`src/rtl/dfr_argmax_pkg.sv`:
```
// dfr_argmax_pkg: shared types for the argmax scanner (state encoding, result record).
package dfr_argmax_pkg;
  typedef enum logic [1:0] {IDLE, SCAN, FLUSH, DONE} state_t;
  localparam int READ_LATENCY = 1;
  localparam int RES_W = 64;
  typedef struct packed {
    logic [RES_W-1:0] index;
    logic [RES_W-1:0] value;
  } result_t;
endpackage

```
`src/rtl/argmax_cmp.sv`:
```
// argmax_cmp: greater-than unit and starting floor; DFR_ARGMAX_SIGNED_EN selects signed compare.
module argmax_cmp #(
  parameter int W = 32
) (
  input  logic [W-1:0] a,
  input  logic [W-1:0] b,
  output logic         gt,
  output logic [W-1:0] floor_val
);
`ifdef DFR_ARGMAX_SIGNED_EN
  assign gt = $signed(a) > $signed(b);
  assign floor_val = {1'b1, {(W-1){1'b0}}};
`else
  assign gt = a > b;
  assign floor_val = '0;
`endif
endmodule

```
`src/rtl/dfr_argmax.sv`:
```
// dfr_argmax: scans a score RAM (1-cycle read) and publishes index/value of the largest entry.
// Build option DFR_ARGMAX_SIGNED_EN switches to signed scores (handled inside argmax_cmp).
module dfr_argmax
  import dfr_argmax_pkg::*;
#(
  parameter int ADDR_WIDTH = 32,
  parameter int DATA_WIDTH = 32
) (
  input  logic                  clk,
  input  logic                  rst,
  input  logic                  start,
  input  logic [ADDR_WIDTH-1:0] num_entries,
  input  logic [DATA_WIDTH-1:0] rd_data,
  output logic [ADDR_WIDTH-1:0] rd_addr,
  output logic [ADDR_WIDTH-1:0] max_index,
  output logic [DATA_WIDTH-1:0] max_value,
  output logic                  busy,
  output logic                  done
);
  state_t state, next;
  logic [ADDR_WIDTH-1:0] n, cidx, last;
  logic [DATA_WIDTH-1:0] floor_val;
  logic dv, first, gt, take;
  result_t best, cand;

  argmax_cmp #(.W(DATA_WIDTH)) u_cmp (
    .a(rd_data), .b(best.value[DATA_WIDTH-1:0]), .gt(gt), .floor_val(floor_val)
  );

  assign last = n - ADDR_WIDTH'(1);
  assign take = dv && (first || gt);
  assign cand = take ? result_t'{index: RES_W'(cidx), value: RES_W'(rd_data)} : best;

  always_comb begin
    next = state == IDLE  ? (start ? (num_entries == '0 ? DONE : SCAN) : IDLE)
         : state == SCAN  ? (rd_addr == last ? FLUSH : SCAN)
         : state == FLUSH ? DONE : IDLE;
  end

  // dv marks cycles where rd_data belongs to an issued address
  always_ff @(posedge clk or posedge rst) begin
    if (rst) begin
      state     <= IDLE;
      n         <= '0;
      rd_addr   <= '0;
      cidx      <= '0;
      dv        <= 1'b0;
      first     <= 1'b0;
      best      <= '0;
      max_index <= '0;
      max_value <= '0;
      busy      <= 1'b0;
      done      <= 1'b0;
    end else begin
      state <= next;
      busy  <= next == SCAN || next == FLUSH;
      done  <= next == DONE;
      dv    <= state == SCAN;
      if (state == IDLE && start) begin
        n       <= num_entries;
        rd_addr <= '0;
        cidx    <= '0;
        first   <= 1'b1;
        best    <= result_t'{index: '0, value: RES_W'(floor_val)};
      end else if (state == SCAN && rd_addr != last) begin
        rd_addr <= rd_addr + ADDR_WIDTH'(1);
      end else if (state == DONE) begin
        rd_addr <= '0;
      end
      if (dv) begin
        best  <= cand;
        cidx  <= cidx + ADDR_WIDTH'(1);
        first <= 1'b0;
      end
      if (next == DONE) begin
        max_index <= state == FLUSH ? cand.index[ADDR_WIDTH-1:0] : '0;
        max_value <= state == FLUSH ? cand.value[DATA_WIDTH-1:0] : '0;
      end
    end
  end
endmodule

```
`config.mk`:
```
export PLATFORM = sky130hd
export DESIGN_NAME = dfr_argmax
export DESIGN_NICKNAME = d
export VERILOG_FILES = /design/src/rtl/dfr_argmax_pkg.sv /design/src/rtl/argmax_cmp.sv /design/src/rtl/dfr_argmax.sv
export SDC_FILE = /design/constraint.sdc
export NUM_CORES = 1
export LEC_CHECK = 0
export BUFFER_PORTS_ARGS = -buffer_cell sky130_fd_sc_hd__buf_2
export CORE_ASPECT_RATIO = 0.75
export CORE_MARGIN = 5
export CORE_UTILIZATION = 40
export DETAILED_ROUTE_END_ITERATION = 8
export GPL_ROUTABILITY_DRIVEN = 0
export GPL_TIMING_DRIVEN = 0
export PLACE_DENSITY = 0.65
export SLEW_MARGIN = 20
export SYNTH_ARGS = -nofsm -noshare
export SYNTH_HDL_FRONTEND = slang
export SYNTH_HIERARCHICAL = 1
export SYNTH_SLANG_ARGS = --single-unit
```
`constraint.sdc`:
```
create_clock -name clk -period 6.77 [get_ports clk]
set_clock_uncertainty 0.05 [all_clocks]
set_input_delay 1.0155 -clock clk [delete_from_list [all_inputs] [get_ports clk]]
set_output_delay 1.0155 -clock clk [all_outputs]
set_load 0.01 [all_outputs]
```
Yosys cells after proc, flatten, opt, wreduce, memory -nomap -nowiden
Index checks and enable logic that the tools add are counted.

cells by class
  $add $sub $neg = 3
  $mul = 0
  div/mod/pow operators = 0
  order comparisons = 1
  equal/unequal tests = 8
  shift operators = 0
  multiplexer cells = 18
  bitwise operators = 0
  reduce and logical (&&, ||, !) cells = 9

operators with widths
  kind                   number
  $mux 96                3
  $mux 32                7
  $add 32x1->32 const B  2
  $eq 32x32->1           1
  $gt 32x32->1           1
  $logic_not 32->1       1
  $ne 32x32->1           1
  $sub 32x1->32 const B  1
  $mux 2                 6
  $eq 2x2->1 const B     4
  $eq 2x1->1 const B     2
  $logic_and 1x1->1      3
  $reduce_bool 3->1      1
  $logic_not 2->1        1
  $logic_or 1x1->1       2
  $mux 1                 2
  $reduce_bool 2->1      1

storage, ports and cells
  register bits after elaboration = 230
  latch bits = 0
  bits in writable memories = 0
  bits in read-only memories = 0
  input bits = 67
  output and inout bits = 98
  logic and storage cells = 51
  memories kept = 0

Depth between registers and ports, before layout
  depth after elaboration = 7
  mapped depth = 19
  gate-level depth less buffers = 14

Cells and area by module
Netlist, hierarchy kept.

by module, submodules not included
  module      instances  cells an instance  area an instance (um^2)  seq. area each (um^2)
  dfr_argmax  1          1,264              11,896.4                 5,755.5
  argmax_cmp  1          145                1,049.8                  0.0

Worst setup path before layout
OpenSTA, ideal clock, no wires.

  path kind = register to register
  from = register n[0]
  to = register max_value[1]
  library setup time = 0.141 ns
  arrival = 4.000 ns
  data required time = 6.579 ns
  slack = 2.579 ns
  stages on the path, launching flop included = 19
  path buffers = 5
  period minus slack after synthesis = 4.191 ns
  cells stage by stage = dfrtp_1 > inv_1 > ha_1 > nor4b_1 > nand4_1 > mux2_2 > a211oi_1 > nand4_1 > or4_1 > buf_2 > buf_6 > buf_2 > nor2_1 > nand2_1 > nand2_1 > ha_1 > clkbuf_1 > clkbuf_1 > o22ai_1

between the ends
  cells in the longest elaborated chain, start to end = 6

RTL lines
  item                      RTL line          RTL
  start: declaration        dfr_argmax.sv:21  logic [ADDR_WIDTH-1:0] n, cidx, last;
  start signal: assignment  dfr_argmax.sv:60  n <= num_entries;
  $sub 32x1->32             dfr_argmax.sv:30  assign last = n - ADDR_WIDTH'(1);
  $eq 32x32->1              dfr_argmax.sv:36  : state == SCAN ? (rd_addr == last ? FLUSH : SCAN)
  $mux 2 (2 in a row)       dfr_argmax.sv:36
  $mux 2                    dfr_argmax.sv:35  next = state == IDLE ? (start ? (num_entries == '0 ? DONE : SCAN) : IDLE)
  $eq 2x2->1                dfr_argmax.sv:75  if (next == DONE) begin
  end signal: assignment    dfr_argmax.sv:77  max_value <= state == FLUSH ? cand.value[DATA_WIDTH-1:0] : '0;
  end: declaration          dfr_argmax.sv:16  output logic [DATA_WIDTH-1:0] max_value,

Every way passes these cells.
A chain may end at the register's enable or synchronous reset.

Final worst setup path
  from = register n[0]
  to = register max_value[9]

The elaborated chain is that of the path after synthesis.

==> run_results.csv <==
group,metric,value,unit
yosys,synth_top_area_share,0.445,
sta,timing.fmax,168,MHz
clock_tree,htree_levels,1,
final_layout,drive_gt1_frac,0.165,
power,p_int,0.00331,W
global_routing,grt_max_degree,33,
yosys,ys_warn_count,6,
placement,dp_hpwl,29.1,mm
yosys,yosysMostFrequentCell,"dfrtp_1",
power,total_leakage_power,7.34,nW
worst_setup_path,worstSetupStartpointType,"register",
worst_setup_path,critPathMaxStageDelay,0.90,ns
yosys,synth_area_leaders,"dfrtp_1 44%, mux2i_1 7.0%, nand2_1 5.3%",
global_routing,grt_pass1_vias,11220,
sta,setup_tns,0,ns
routing,num_vias,11380,
die,initial_core_util,0.402,
die,die_area,36100,µm²
sta,layout_worst_path_cycle_share,0.881,
min_path,hold_class,"reg2reg",
routing,drc,0,
worst_setup_path,path_class,"reg2reg",
worst_setup_path,cp_data_arrival_time,6.30,ns
yosys,synth-edff-count,0,
power,seqPwrFrac,0.377,
final_layout,nets,1744,
job,cap_violations,0,
worst_setup_path,critPathBufInv,6,
yosys,ys_seq_area_frac,0.445,
yosys,synthArstFlopShare,1.00,
yosys,avgSynthCellArea,9.19,µm²
global_routing,track_usage,0.211,
sta,finalSetupViolations,0,
worst_setup_path,cp_slowest_cell,"nor4b_1",
power,power.density,333,nW/µm²
yosys,synth_cell_types,73,
global_routing,antenna_found_initial,9,
clock_tree,cts_tree,"built",
routing,wirelength,38.8,mm
global_routing,overflow,0,
die,die_h,166,µm
power,p_clk_frac,0.290,
die,coreArea,32200,µm²
routing,wl_per_cell,18.4,µm
worst_setup_path,rrSetupSlack,0.81,ns
routing,dr.first_iter.drc_count,904,
yosys,ys.flop_type,"dfrtp_1",
power,combPwrFrac,0.333,
outcome,outcome,"finished clean",
worst_setup_path,cp.required,7.10,ns
clock_tree,cts_setup_buffers,0,
die,pin_count,165,
power,ir_drop,0.171,mV
worst_setup_path,crit_family,"simple AND/OR/NAND/NOR gates",
clock_tree,clk_pin_slew_worst_paths,0.06,ns
placement,io_buffers,164,
yosys,yosysTopAreaCell,"dfrtp_1",
sta,slew_violations,0,
yosys,syn_area,12900,µm²
sta,relSlewSlack,0.265,
yosys,netlist_instances,1409,
yosys,synth-seq-cells,230,
clock_tree,insertion_delay,0.54,ns
clock_tree,clock_sinks,230,
routing,dr.pass1.iters,5,
sta,worst_pin_slew,1.09,ns
yosys,synthTopCellsByCount,"230 x dfrtp_1, 183 x nand2_1, 107 x inv_1",
power,swShare,0.359,
global_routing,grt_pass1_wl,62.6,mm
worst_setup_path,crit_fanout,10,
routing,viasPerCell,5.41,
routing,detail-route-antenna-nets,0,
clock_tree,hold_buffers,0,
die,dieWidth,218,µm
sta,period_needed,5.96,ns
clock_tree,cts_buffers,26,
sta,rsz0062_at_grt,"false",
sta,finalHoldViolCount,0,
clock_tree,cts_resized,0,
power,power.total,0.00517,W
clock_tree,cts_buffer_depth,3,
worst_setup_path,end_kind,"register",
power,p_switching,0.00186,W
final_layout,fill_cells,3090,
die,placementRows,57,
clock_tree,root_buffer,"clkbuf_16",
worst_setup_path,path_cells,"inv_1 > ha_1 > nor4b_1 > nand4_1 > mux2_2 > a211oi_1 > nand4_1 > or4_1 > buf_2 > buf_6 > buf_2 > nor2_1 > nand2_1 > nand2_1 > ha_1 > clkbuf_1 > clkbuf_1 > o22ai_1",
final_layout,syn_to_final_growth,19.9,%
[sequential cells by signal (all words and copies together) (netlist names)]
| signal | flops |
|---|---|
| max_value | 32 |
| rd_addr | 32 |
| max_index | 32 |
| dv | 1 |
| cidx | 32 |
| busy | 1 |
| n | 32 |
| state | 2 |
| first | 1 |
| done | 1 |
| best | 64 |
[power groups by stage]
stage	Sequential [W]	Combinational [W]	Clock [W]
after floorplan	0.00189	0.00129	0
after global placement	0.00195	0.00164	0
after detailed placement	0.00196	0.00170	0
after CTS	0.00194	0.00172	0.00154
after global routing	0.00199	0.00192	0.00160
final	0.00195	0.00172	0.00150
[metal layers]
metal,GRT usage,vias to the layer above,wire [µm]
met5,0,-,69
met4,0.0450,12,920
met3,0.0538,74,2830
met2,0.301,360,16100
met1,0.324,5484,18900
li1,-,5450,-
[worst paths after layout]
kind	startpoint	end	cells past startpoint
max reg2reg	n[0]$_DFFE_PP0P_	max_value[9]$_DFFE_PP0N_	18
min reg2reg	cidx[31]$_DFFE_PP0P_	cidx[31]$_DFFE_PP0P_	1
min in group asynchronous	rst	n[3]$_DFFE_PP0P_	3
max	n[0]$_DFFE_PP0P_	max_value[9]$_DFFE_PP0N_	18
max in group asynchronous	rst	max_value[18]$_DFFE_PP0N_	7
min	cidx[31]$_DFFE_PP0P_	cidx[31]$_DFFE_PP0P_	1
[layout make-up]
cell class | count | area (µm²) | area share
Sequential cell | 230 | 5760 | 0.371
Timing Repair Buffer | 172 | 981 | 0.0632
Clock inverter | 13 | 158 | 0.0102
Inverter | 108 | 409 | 0.0264
Buffer | 121 | 609 | 0.0393
Multi-Input combinational cell | 981 | 6290 | 0.406
Antenna cell | 1 | 2.50 | 0.000161
Tap cell | 442 | 553 | 0.0356
Clock buffer | 35 | 756 | 0.0487
[per-stage QoR]
step                      instances   util  hold slack, ns  cell area, µm²  worst slack, ns
after floorplan                1440      -           0.402           13100             2.58
after global placement         2046  0.449           0.424           14400            0.932
after detailed placement       2054  0.454           0.428           14600            0.924
after CTS                      2102  0.482           0.440           15500            0.878
after global routing           2102  0.482           0.452           15500            0.376
final                          2103  0.482           0.440           15500            0.805
[worst register-to-register path: stages (launching register included)]
cell and delay, ns:
dfrtp_1 0.43, inv_1 0.10, ha_1 0.26, nor4b_1 0.90
nand4_1 0.42, mux2_2 0.38, a211oi_1 0.30, nand4_1 0.14
or4_1 0.51, buf_2 0.20, buf_6 0.17, buf_2 0.21
nor2_1 0.12, nand2_1 0.08, nand2_1 0.12, ha_1 0.17
clkbuf_1 0.58, clkbuf_1 0.50, o22ai_1 0.19
[cell families (layout without fill, tap and decap cells)]
kind of cell               Yosys count  count (layout)  synth area share
and+or+nand+nor                    460             460             0.182
DFF                                230             230             0.445
other                                1              33          0.000290
xor gates and xnor gates            38              38            0.0257
muxes                               93              93            0.0722
buffers and inverters              229             449            0.0784
AOI/OAI and AO/OA                  321             321             0.161
adders and majority gates           37              37            0.0358
[placed cells by master (no fill, tap or decap), drive strengths merged, types with 21 or more instances in the layout]
| cell | instances |
|---|---|
| nand3 | 58 |
| nor2 | 33 |
| dfrtp | 230 |
| nor3 | 21 |
| clkbuf | 110 |
| nand2 | 184 |
| conb | 32 |
| o22ai | 68 |
| nor4 | 25 |
| nand4 | 24 |
| buf | 218 |
| inv | 106 |
| a211oi | 38 |
| a21oi | 62 |
| ha | 37 |
| and2 | 35 |
| mux2i | 90 |
| o21ai | 63 |
| xnor2 | 23 |
Note: power is estimated with default switching activity, not from simulation.
